===== src/rtl/double_buffer_ctrl.sv =====
// ---------------------------------------------------------------------------
// double_buffer_ctrl
//
// Control for a two-bank ping-pong buffer. The producer fills the write bank
// one beat per cycle. When that bank is full and the read bank has been
// drained, the banks swap. The read side then streams the frame out through
// a valid/ready interface. The buffer memory lives outside this block; it has
// a 1-cycle read latency and holds rdata while ren is low.
//
// Ports
//   clk           rising-edge clock
//   rst_n         asynchronous active-low reset
//   in_valid      producer has a beat to write
//   in_ready      write bank can accept a beat
//   wen, wadr     buffer write strobe / address
//   ren, radr     buffer read strobe / address
//   switch_banks  1-cycle bank-swap pulse to the buffer
//   out_valid     buffer rdata holds a beat for the consumer
//   out_ready     consumer accepts the presented beat
//   out_last      presented beat is the last of its frame
//   frames_done   count of fully drained frames (wraps at 2^16)
// ---------------------------------------------------------------------------
module double_buffer_ctrl #(
   parameter int                       BANK_ADDR_WIDTH = 7,
   parameter logic [BANK_ADDR_WIDTH:0] BANK_DEPTH      = (BANK_ADDR_WIDTH+1)'(128)
) (
   input  logic                       clk,
   input  logic                       rst_n,
   input  logic                       in_valid,
   output logic                       in_ready,
   output logic                       out_valid,
   input  logic                       out_ready,
   output logic                       out_last,
   output logic                       wen,
   output logic [BANK_ADDR_WIDTH-1:0] wadr,
   output logic                       ren,
   output logic [BANK_ADDR_WIDTH-1:0] radr,
   output logic                       switch_banks,
   output logic [15:0]                frames_done
);

   localparam logic [BANK_ADDR_WIDTH:0] LAST_CNT = BANK_DEPTH - 1'b1;

   logic [BANK_ADDR_WIDTH:0] wcnt;
   logic [BANK_ADDR_WIDTH:0] rcnt;
   logic                     wfull;
   logic                     rbusy;
   logic                     out_hs;
   logic                     last_hs;

   assign in_ready     = !wfull;
   assign wen          = in_valid && in_ready;
   assign wadr         = wcnt[BANK_ADDR_WIDTH-1:0];

   // Swap only when a full frame is waiting and the reader is idle. Both
   // terms are registers, and the swap clears wfull, so this is a single-cycle
   // pulse. It cannot coincide with wen (wfull blocks writes) or with ren
   // (ren needs rbusy).
   assign switch_banks = wfull && !rbusy;

   // A new read is issued when the output register is empty or being emptied
   // this cycle, so one beat per cycle streams while out_ready stays high.
   assign ren          = rbusy && (rcnt < BANK_DEPTH) && (!out_valid || out_ready);
   assign radr         = rcnt[BANK_ADDR_WIDTH-1:0];

   // The presented beat comes from the most recent read, at address rcnt-1.
   // rcnt therefore reaches BANK_DEPTH exactly when the last beat is presented.
   assign out_last     = out_valid && rbusy && (rcnt == BANK_DEPTH);

   assign out_hs       = out_valid && out_ready;
   assign last_hs      = out_hs && out_last;

   always_ff @(posedge clk or negedge rst_n) begin
      if (!rst_n) begin
         wcnt        <= '0;
         wfull       <= 1'b0;
         rcnt        <= '0;
         rbusy       <= 1'b0;
         out_valid   <= 1'b0;
         frames_done <= '0;
      end else begin
         // write side
         if (wen) begin
            if (wcnt == LAST_CNT) begin
               wcnt  <= '0;
               wfull <= 1'b1;
            end else begin
               wcnt  <= wcnt + 1'b1;
            end
         end else if (switch_banks) begin
            wfull <= 1'b0;
         end

         // read side: the swap and last-beat handshake are mutually exclusive,
         // because last_hs needs rbusy=1 and the swap needs rbusy=0
         if (switch_banks) begin
            rbusy <= 1'b1;
            rcnt  <= '0;
         end else begin
            if (ren)
               rcnt <= rcnt + 1'b1;
            if (last_hs)
               rbusy <= 1'b0;
         end

         // output register
         if (ren)
            out_valid <= 1'b1;
         else if (out_hs)
            out_valid <= 1'b0;

         if (last_hs)
            frames_done <= frames_done + 16'd1;
      end
   end

endmodule


===== config.mk =====
export PLATFORM = sky130hd
export DESIGN_NAME = double_buffer_ctrl
export DESIGN_NICKNAME = d
export VERILOG_FILES = /design/src/rtl/double_buffer_ctrl.sv
export SDC_FILE = /design/constraint.sdc
export NUM_CORES = 1
export LEC_CHECK = 0
export ABC_AREA = 0
export CAP_MARGIN = 20
export CORE_AREA = 2 2 83 69
export CTS_CLUSTER_SIZE = 8
export DETAILED_ROUTE_END_ITERATION = 10
export DIE_AREA = 0 0 85 71
export DONT_BUFFER_PORTS = 1
export SLEW_MARGIN = 0
export SYNTH_ARGS = -nofsm -noshare
export SYNTH_HDL_FRONTEND = slang
export SYNTH_SLANG_ARGS = --single-unit

===== constraint.sdc =====
create_clock -name clk -period 4.6 [get_ports clk]
set_clock_uncertainty 0.2 [all_clocks]
set_input_delay 0.46 -clock clk [delete_from_list [all_inputs] [get_ports clk]]
set_output_delay 0.46 -clock clk [all_outputs]
set_load 0.02 [all_outputs]

# ---- Yosys cells after proc, flatten, opt, wreduce, memory -nomap -nowiden
# Cells that the tools add are included.
dict set report op_classes {
  addsub 3
  n_lt_le_gt_ge 1
  eq_ne 3
  mux 10
  reduce_logical 17
}
# op count
set ops {}
lappend ops {{$mux W8} 3}
lappend ops {{$add A16 B1 Y16 const B} 1}
lappend ops {{$add A8 B1 Y8 const B} 2}
lappend ops {{$eq A8 B7 Y1 const B} 1}
lappend ops {{$eq A8 B8 Y1 const B} 1}
lappend ops {{$logic_and A1 B1 Y1} 8}
lappend ops {{$lt A8 B8 Y1 const B} 1}
lappend ops {{$reduce_bool A2 Y1} 4}
lappend ops {{$mux W1} 7}
lappend ops {{$logic_not A1 Y1} 3}
lappend ops {{$ne A2 B1 Y1 const B} 1}
lappend ops {{$reduce_and A2 Y1} 1}
lappend ops {{$logic_or A1 B1 Y1} 1}
dict set report totals {
  regBits 35
  in_bits 4
  output_inout_bits 36
  word_cells 40
}

# ---- Longest topological paths before layout
# Gate-level depths: netlist of run 1.
dict set report depth {
  ltp_word 5
  depth_mapped 6
  ltp_nobuf 6
}

# ---- Least setup slack after synthesis of run 1
# Ideal clock, no wire load.
dict set report synth_timing {
  kind {register to register}
  from {reg frames_done[2]}
  to {reg frames_done[13]}
  setup_time_ns 0.080
  arrival_ns 1.527
  required_ns 4.320
  slack_ns 2.793
  path_stages_with_launch 5
  n_path_buf 0
  synth_period_minus_slack_ns 1.807
  path_cell_list {dfrtp_1 nand3_1 or3_2 nor4_1 xor2_1}
}
dict set report synth_between {
  elab_chain_len 1
}
# item line
set synth_rtl {}
lappend synth_rtl {{start, declared} 39} ;# output logic [15:0] frames_done
lappend synth_rtl {{start signal, assigned} 113} ;# frames_done <= frames_done + 16'd1;
lappend synth_rtl {{$add A16 B1 Y16} 113}
# No other way between the ends.
# A chain may end at the register's enable or synchronous reset.

# ---- Worst setup path after layout of run 1
dict set report layout_timing {
  from {reg wfull}
  to {reg wcnt[0]}
}
dict set report layout_between {
  elab_chain_len 2
}
# item line
set layout_rtl {}
lappend layout_rtl {{start, declared} 46} ;# logic wfull;
lappend layout_rtl {{start signal, assigned} 76} ;# wfull <= 1'b0;
lappend layout_rtl {{start signal, assigned} 86} ;# wfull <= 1'b1;
lappend layout_rtl {{start signal, assigned} 91} ;# wfull <= 1'b0;
lappend layout_rtl {{$logic_not A1 Y1} 51} ;# assign in_ready = !wfull;
lappend layout_rtl {{$logic_and A1 B1 Y1} 52} ;# assign wen = in_valid && in_ready;
lappend layout_rtl {{via wen} 34} ;# output logic wen,
lappend layout_rtl {{end signal, assigned} 88} ;# wcnt <= wcnt + 1'b1;
lappend layout_rtl {{end, declared} 44} ;# logic [BANK_ADDR_WIDTH:0] wcnt;
# The timed path passes the listed nets, and every way through them passes these cells.

==> results by group, run 1 <==
Critical path
  – RR Endpoint: wcnt[0]
  – Worst Path Required: 4.54 ns
  – Setup crit end kind: register
  – FF-to-FF path depth: 4
  – Startpoint Class: register
  – R2r setup slk: 2.37 ns
  – Crit Path Max Fanout: 7
  – CP Data Arrival Time: 2.17 ns
  – Crit-path slowest cell: nor2b_1
  – CP bufs+invs: 0
  – FF-to-FF Start: wfull
  – Crit-path cells: nor2b_1 > and3_1 > nor3b_1 > nor2_1
  – CP top delay family: simple AND/OR/NAND/NOR gates
  – Critical Path End: wcnt[0]
  – Slowest stage delay, CP: 0.62 ns
  – Kind of critical path: register to register
  – Stages on worst setup path: 4
  – CP startpoint: wfull

Drt
  – Top sig layer: met4
  – DRC Markers: 0
  – Met3 Routed Length: 282 um
  – Routed wire per std cell: 14.9 um
  – Met1 Routed Length: 1570 um
  – DR pass1 iterations: 4
  – Number of routed nets with antenna violations: 0
  – Vias: 1171
  – Metal2 WL: 1580 um
  – Iter 0 DRT Violations: 53
  – WL final: 3450 um
  – Via density: 5.07

Timing
  – Final number of hold-violating endpoints: 0
  – Least-Margin Pin Slew: 0.772 ns
  – RSZ-0062 raised after global routing: false
  – Tcrit/Tclk final: 0.485
  – Final WS setup: 2.37 ns
  – Hold_ws: 0.229 ns
  – Setup tns final: 0 ns
  – Max Freq: 0.449 GHz
  – Fin. max-slew vios: 0
  – Setup-failing EPs final: 0
  – Crit path time final: 2.23 ns
  – Relative slew slack: 0.485

Place
  – IO buf count: 0
  – Dpl cells: 223
  – Post-DP HPWL: 2480 um
  – Pre-CTS WS: 2.30 ns
  – RePlAce Congestion: 0.755

Global route
  – Grt ovf: 0
  – First-pass GRT wire length: 5960 um
  – GRT Util Overall: 0.124
  – Number of global-route vias before repair: 1183
  – Pin count of the biggest net entering global routing: 36
  – Initial antenna violation count: 0

Flow run
  – Max-cap violations: 0

Floorplan
  – Die Y: 71 um
  – Number of I/O pins: 40
  – Std-Cell Rows: 24
  – Die Wd: 85 um
  – Core area: 5260 um^2
  – Total die area: 6040 um^2
  – Initial Util: 0.339

Power and ir drop
  – Lkg Pwr: 0.871 nW
  – Maximum VDD drop: 0.120 mV
  – Power Density: 373 nW/um^2

Clock network
  – PostCTS Resize Cnt: 0
  – Clk Latency, worst-skew pair: 0.28 ns
  – Root Buffer: clkbuf_8
  – Sink Count: 35
  – CTS Buffer Depth: 2
  – # H-tree levels: 2
  – CTS buffer count: 5
  – Clock transition at the registers of the reported paths: 0.07 ns
  – Post-CTS setup buffers: 0
  – CTS tree: built

Synth
  – Yosys warning count: 0
  – Syn nets: 181
  – Synthesized flop and latch total: 35
  – Post-synth cell types: 36
  – Mapped cell area: 1780 um^2
  – Cells after Synth: 173
  – Sequential area share after synthesis: 0.491
  – Syn avg cell area: 10.3 um^2

Cells and area
  – Share of layout cells above drive strength 1: 0.0904
  – Synthesis-to-layout area growth: 4.49%
  – Final cell count without fillers: 231
  – Nets: 175
  – ANT cells: 0
  – Final core occ: 0.355
  – Most frequent cells in the layout: dfrtp_1 (35), nand2_1 (17), xor2_1 (16), nor2_1 (15), xnor2_1 (10)
  – Commonest non-fill, non-tap cell in the layout: dfrtp_1

Run status
  – Status: finished clean

Hold path
  – HP Class: primary input to register
==> area by class of cell <==
class	instances	area, um^2
well taps	65	81.3
flip-flops and latches	35	876
multi-input cells	116	769
inverters	6	22.5
clock inverters	1	7.51
fillers	521	3390
repair buffers	3	37.5
clock buffers	5	68.8
==> metal layers <==
metal,track usage,vias to the layer above
li1,-,565
met1,0.154,572
met2,0.190,32
met3,0.0642,2
met4,0.0370,0
met5,0,-
==> registers in the layout, summed over array words and instances (netlist names) <==
signal,flops
wcnt,8
rcnt,8
out_valid,1
rbusy,1
wfull,1
frames_done,16
==> per-stage QoR <==
stage | area [um^2] | power [mW]
after floorplan | 1780 | 0.512
after global placement | 1760 | 0.486
after detailed placement | 1760 | 0.489
after CTS | 1860 | 0.708
after global routing | 1860 | 0.741
final | 1860 | 0.696
==> worst min path at each step <==
stage / slack [ns] / depth (start not counted) / start / endpoint
after floorplan: -0.04 / 0 / rst_n / frames_done[0]
final: 0.23 / 2 / out_ready / out_valid
after global routing: 0.23 / 2 / out_ready / out_valid
after detailed placement: -0.03 / 0 / rst_n / frames_done[9]
after global placement: -0.03 / 0 / rst_n / wcnt[4]
after CTS: 0.22 / 2 / out_ready / out_valid
==> Yosys cell counts <==
library cell | n | area share
nor4b_1 | 1 | 0.0049
nand3_1 | 5 | 0.014
a31oi_1 | 1 | 0.0035
or4_1 | 1 | 0.0042
ha_1 | 4 | 0.028
a21o_1 | 2 | 0.0084
and2_1 | 1 | 0.0035
and3_2 | 1 | 0.0042
clkbuf_2 | 1 | 0.0028
nor2b_1 | 3 | 0.011
and4_2 | 1 | 0.0056
o31ai_1 | 1 | 0.0042
o221ai_1 | 1 | 0.0049
nor3b_1 | 1 | 0.0042
and3_1 | 4 | 0.014
buf_2 | 1 | 0.0028
inv_1 | 6 | 0.013
and3b_1 | 1 | 0.0049
o21ai_0 | 1 | 0.0028
nor4_1 | 4 | 0.014
nand2b_1 | 2 | 0.0070
nor4_4 | 1 | 0.012
nand4_1 | 7 | 0.025
mux2_2 | 2 | 0.013
xor2_1 | 16 | 0.079
a21oi_1 | 1 | 0.0028
nand3_2 | 1 | 0.0056
and4b_1 | 1 | 0.0056
nor3_1 | 8 | 0.022
nor2_1 | 15 | 0.032
or3_2 | 1 | 0.0042
dfrtp_1 | 35 | 0.49
nand2_1 | 17 | 0.036
buf_4 | 14 | 0.059
or3_1 | 1 | 0.0035
xnor2_1 | 10 | 0.049
==> power breakdown <==
group | leakage [nW] | switching, mW | internal [mW]
clock | 0.0361 | 0.107 | 0.101
combinational | 0.379 | 0.0319 | 0.0364
sequential | 0.456 | 0.0818 | 0.338
total | 0.871 | 0.221 | 0.475
==> worst reg2reg max path: stages (launching register included) <==
cell	delay, ns
dfrtp_1	0.42
nor2b_1	0.62
and3_1	0.31
nor3b_1	0.44
nor2_1	0.10
==> cells by family after synthesis <==
logic type / after synthesis / share of synthesized area
simple gates: 77 / 0.236
fa+ha+maj: 4 / 0.0281
flops: 35 / 0.491
mux: 2 / 0.0126
compound gates: 7 / 0.0267
xor+xnor: 26 / 0.128
buf+inv: 22 / 0.0772
==> what timing repair did <==
item,in CTS,in global routing
endpoints found under the setup margin,0,0
hold endpoints to repair,35,0
hold buffers,2,0
Note: power is estimated with default switching activity, not from simulation.
==> run 2, diff against run 1 <==
==> constraint.sdc (replaced) <==
create_clock -name clk -period 2.01 [get_ports clk]
set_clock_uncertainty 0.2 [all_clocks]
set_input_delay 0.201 -clock clk [delete_from_list [all_inputs] [get_ports clk]]
set_output_delay 0.201 -clock clk [all_outputs]
set_load 0.02 [all_outputs]
==> run 2 against run 1 <==
Net effect: non-clock buffer count grew 28; fmax grew 20%; cell count grew 13%; worst setup slack lost 2.2 ns.
==> results by group, run 2 (synthesis results as in run 1) <==
Run status
  – Status: finished clean

Critical path
  – Startpoint Class: register
  – Setup crit end kind: register
  – Worst Path Required: 2.01 ns
  – Crit Path Max Fanout: 9
  – CP Data Arrival Time: 1.85 ns
  – Kind of critical path: register to register

Global route
  – GRT Util Overall: 0.136
  – First-pass GRT wire length: 6520 um
  – Met2 usage: 0.198
  – Pin count of the biggest net entering global routing: 36
  – Most Crowded Layer GR: met2
  – Number of global-route vias before repair: 1264
  – Grt ovf: 0
  – Met3 usage: 0.0560
  – Grt met1 use: 0.185
  – Initial antenna violation count: 0

Clock network
  – Root Buffer: clkbuf_8
  – CTS tree: built
  – CTS buffer count: 5
  – CTS Buffer Depth: 2
  – # H-tree levels: 2
  – Clk Latency, worst-skew pair: 0.29 ns
  – Clock transition at the registers of the reported paths: 0.08 ns
  – Sink Count: 35

Drt
  – Vias: 1295
  – Via density: 4.96
  – Number of routed nets with antenna violations: 0
  – Routed wire per std cell: 14.6 um
  – DR pass1 iterations: 4
  – DRC Markers: 0
  – WL final: 3820 um
  – Iter 0 DRT Violations: 60

Floorplan
  – Die Y: 71 um
  – Total die area: 6040 um^2
  – Number of I/O pins: 40
  – Die Wd: 85 um
  – Core area: 5260 um^2
  – Std-Cell Rows: 24
  – Initial Util: 0.339

Power and ir drop
  – Comb power frac: 0.192
  – Power Density: 801 nW/um^2
  – Reg power frac: 0.510
  – Switching share of power: 0.317
  – Clock Power Share: 0.297
  – Switch Pwr: 0.539 mW
  – Design Power: 1.70 mW
  – P_int: 1.16 mW
  – Lkg Pwr: 1.03 nW
  – Maximum VDD drop: 0.641 mV

Place
  – IO buf count: 0
  – RePlAce Congestion: 0.754
  – Area after DPL: 1950 um^2
  – Pre-CTS WS: 0.0466 ns
  – Post-DP HPWL: 2770 um

Cells and area
  – Nets: 203
  – ANT cells: 0
  – Max FFs per register: 16
  – Share of layout cells above drive strength 1: 0.240
  – Top reg by flops: frames_done
  – Fill cells: 525
  – Top flop regs: frames_done (16), rcnt (8), wcnt (8)
  – Design area: 2120 um^2
  – Final core occ: 0.404
  – Commonest non-fill, non-tap cell in the layout: dfrtp_1
  – Most frequent cells in the layout: dfrtp_1 (35), buf_4 (28), nand2_1 (17), xor2_1 (16), nor2_1 (14)
  – Synthesis-to-layout area growth: 18.9%

Timing
  – Relative slew slack: 0.627
  – RSZ-0062 raised after global routing: false
  – Max Freq: 0.540 GHz
  – Crit path time final: 1.85 ns
  – Setup tns final: 0 ns
  – Setup-failing EPs final: 0
  – Tcrit/Tclk final: 0.921
  – Least-Margin Pin Slew: 0.560 ns
  – Final number of hold-violating endpoints: 0
  – Final WS setup: 0.160 ns
  – Fin. max-slew vios: 0

Hold path
  – HP Class: primary input to register

Flow run
  – Max-cap violations: 0
run 2: worst max-delay path, cell delays in order (launching register included):
cell and delay [ns]:
dfrtp_1 0.38, inv_1 0.09, ha_1 0.16, and4b_1 0.25
nand3_4 0.17, nor4_4 0.33, xor2_1 0.19
run 2: cell type report:
cell class                 count  area [um^2]  share of cell area
sequential                    35          876               0.413
inverter                       6         22.5              0.0106
clock inverter                 2         12.5             0.00590
timing repair buffer          31          250               0.118
multi-input combinational    116          806               0.380
tap                           65         81.3              0.0383
clock buffer                   6         72.6              0.0342
run 2: path summary, 6_finish.rpt:
| kind | startpoint | endpoint | slack [ns] | cells after the start |
|---|---|---|---|---|
| hold / removal | out_ready | frames_done[4] | 0.14 | 4 |
| max in group asynchronous | rst_n | out_valid | 1.26 | 2 |
| hold reg to reg | wfull | wfull | 0.33 | 1 |
| min in group asynchronous | rst_n | frames_done[7] | 0.16 | 2 |
| setup reg to reg | rcnt[0] | frames_done[15] | 0.16 | 6 |
| setup / recovery | rcnt[0] | frames_done[15] | 0.16 | 6 |
run 2: per-stage QoR:
step	std cells	hold slack, ns
after floorplan	173	-0.295
after global placement	249	-0.294
after detailed placement	249	-0.294
after CTS	260	0.170
after global routing	261	0.156
final	261	0.139
run 2: power by group through the flow:
| stage | sequential [mW] | clock, mW | combinational, mW |
|---|---|---|---|
| final | 0.867 | 0.505 | 0.326 |
| after global routing | 0.877 | 0.544 | 0.366 |
| after CTS | 0.867 | 0.519 | 0.333 |
| after detailed placement | 0.881 | 0 | 0.310 |
| after global placement | 0.880 | 0 | 0.296 |
| after floorplan | 0.856 | 0 | 0.314 |
run 2: timing repair:
action | in CTS | in global routing
setup endpoints to repair | 0 | 7
gates resized for setup | 0 | 6
endpoints found under the hold margin | 36 | 0
hold buffers | 3 | 0
setup buffers | 0 | 1
run 2: metal layers:
| layer | part of all wire | vias up |
|---|---|---|
| met5 | 0 | - |
| met4 | 0.0089 | 0 |
| met3 | 0.076 | 5 |
| met2 | 0.45 | 37 |
| met1 | 0.46 | 629 |
| li1 | - | 624 |
==> run 3, diff against run 2 <==
--- a/config.mk
+++ b/config.mk
@@ -8,6 +8,7 @@
 export ABC_AREA = 0
 export CAP_MARGIN = 20
 export CORE_AREA = 2 2 83 69
+export CTS_BUF_LIST = sky130_fd_sc_hd__clkbuf_16
 export CTS_CLUSTER_SIZE = 8
 export DETAILED_ROUTE_END_ITERATION = 10
 export DIE_AREA = 0 0 85 71
==> run 3 against run 2 <==
Net effect: combinational power hardly changed; sequential share of layout area shrank 1.1 points; global-route usage decreased by 0.17 points; register-to-register slack about the same; utilization grew 1.1 points; worst hold slack improved by 0.022 ns; largest power group unchanged.
==> results by group, run 3 (synthesis results as in run 1) <==
Run status
  – Status: finished clean

Drt
  – Top sig layer: met4
  – Met1 Routed Length: 1820 um
  – DR pass1 iterations: 4
  – WL final: 3790 um
  – Metal2 WL: 1730 um
  – DRC Markers: 0
  – Iter 0 DRT Violations: 66
  – Via density: 4.97
  – Routed wire per std cell: 14.5 um
  – Number of routed nets with antenna violations: 0
  – Met3 Routed Length: 221 um
  – Vias: 1297

Critical path
  – Crit-path cells: inv_1 > ha_1 > and4b_1 > nand3_4 > nor4_2 > xor2_1
  – CP bufs+invs: 1
  – RR Endpoint: frames_done[13]
  – CP top delay family: simple AND/OR/NAND/NOR gates
  – Slowest stage delay, CP: 0.37 ns
  – R2r setup slk: 0.16 ns
  – CP Data Arrival Time: 1.85 ns
  – Setup crit end kind: register
  – Crit Path Max Fanout: 9
  – Crit-path slowest cell: dfrtp_1
  – FF-to-FF Start: rcnt[0]
  – FF-to-FF path depth: 6
  – Worst Path Required: 2.00 ns
  – Startpoint Class: register
  – Kind of critical path: register to register

Timing
  – Setup tns final: 0 ns
  – Final number of hold-violating endpoints: 0
  – RSZ-0062 raised after global routing: false
  – Fin. max-slew vios: 0
  – Tcrit/Tclk final: 0.923
  – Setup-failing EPs final: 0
  – Relative slew slack: 0.632
  – Crit path time final: 1.85 ns
  – Max Freq: 0.539 GHz
  – Least-Margin Pin Slew: 0.552 ns

Cells and area
  – Share of layout cells above drive strength 1: 0.240
  – Max FFs per register: 16
  – Most frequent cells in the layout: dfrtp_1 (35), buf_4 (28), nand2_1 (17), xor2_1 (16), nor2_1 (14)
  – Fill cells: 516
  – ANT cells: 0
  – Nets: 203
  – Top reg by flops: frames_done
  – Commonest non-fill, non-tap cell in the layout: dfrtp_1
  – Synthesis-to-layout area growth: 22.1%
  – Top flop regs: frames_done (16), rcnt (8), wcnt (8)

Global route
  – Pin count of the biggest net entering global routing: 36
  – Grt ovf: 0
  – GRT Util Overall: 0.134
  – First-pass GRT wire length: 6510 um
  – Initial antenna violation count: 0
  – Number of global-route vias before repair: 1278

Power and ir drop
  – Power Density: 884 nW/um^2
  – Design Power: 1.92 mW
  – Lkg Pwr: 1.06 nW
  – Maximum VDD drop: 0.515 mV

Clock network
  – CTS Buffer Depth: 2
  – Root Buffer: clkbuf_16
  – Sink Count: 35
  – Clk Latency, worst-skew pair: 0.27 ns
  – Clock transition at the registers of the reported paths: 0.06 ns
  – # H-tree levels: 2
  – CTS tree: built
  – CTS buffer count: 5

Hold path
  – Hold-critical path depth: 4
  – Hold Path Sink: frames_done[4]
  – HP Class: primary input to register
  – Hold Crit Start: out_ready

Floorplan
  – Die Y: 71 um
  – Core area: 5260 um^2
  – Std-Cell Rows: 24
  – Total die area: 6040 um^2
  – Initial Util: 0.339
  – Die Wd: 85 um
  – Number of I/O pins: 40

Place
  – RePlAce Congestion: 0.754
  – IO buf count: 0
  – Post-DP HPWL: 2770 um

Flow run
  – Max-cap violations: 0
## run 3: cell count changes in the layout (fill, tap and decap cells not counted)
| cell | change |
|---|---|
| clkbuf_16 | +5 |
| clkbuf_8 | -5 |
| clkbuf_1 | -1 |
| inv_1 | +1 |
## run 3: final cells by class
class                      count  area (um^2)  share of cell area
multi-input combinational    116          806               0.370
clock buffer                   5          125              0.0575
clock inverter                 3         16.3             0.00747
sequential                    35          876               0.402
tap                           65         81.3              0.0374
timing repair buffer          31          250               0.115
inverter                       6         22.5              0.0103
## run 3: metrics by stage
stage	hold WS, ns	utilization	worst slack, ns	cells	instance area [um^2]
after floorplan	-0.295	-	0.203	173	1780
after global placement	-0.294	0.371	0.0436	249	1950
after detailed placement	-0.294	0.371	0.0466	249	1950
after CTS	0.174	0.406	0.0177	260	2130
after global routing	0.178	0.414	0.0194	261	2180
final	0.161	0.414	0.155	261	2180
## run 3: how the worst max path moves through the flow
stage	start	slack [ns]	cells past startpoint	end
finish	rcnt[0]	0.16	6	frames_done[13]
CTS	rcnt[0]	0.02	6	frames_done[15]
global placement	rcnt[0]	0.04	6	frames_done[15]
global route	rcnt[0]	0.02	6	frames_done[15]
floorplan	frames_done[2]	0.20	4	frames_done[13]
detailed placement	rcnt[0]	0.05	6	frames_done[15]
## run 3: power breakdown
part	switching, mW	internal, mW
Sequential	0.0932	0.776
Combinational	0.186	0.143
Clock	0.276	0.451
## run 3: per-layer routing
| layer | vias to the layer above | global-route usage |
|---|---|---|
| met5 | - | 0 |
| met4 | 0 | 0.0317 |
| met3 | 2 | 0.0560 |
| met2 | 27 | 0.203 |
| met1 | 642 | 0.180 |
| li1 | 626 | - |
## run 3: worst register-to-register path: cells and delay by family (launching register included)
kind / cells / cell delay, ns
xor gates and xnor gates: 1 / 0.18
and+or+nand+nor: 3 / 0.77
DFF: 1 / 0.37
buffers and inverters: 1 / 0.09
adders and majority gates: 1 / 0.16
## run 3: timing repair
action / CTS / global route
endpoints found under the hold margin: 36 / 0
gates resized for setup: 0 / 6
hold buffers: 3 / 0
setup endpoints to repair: 0 / 7
buffers inserted: 0 / 1
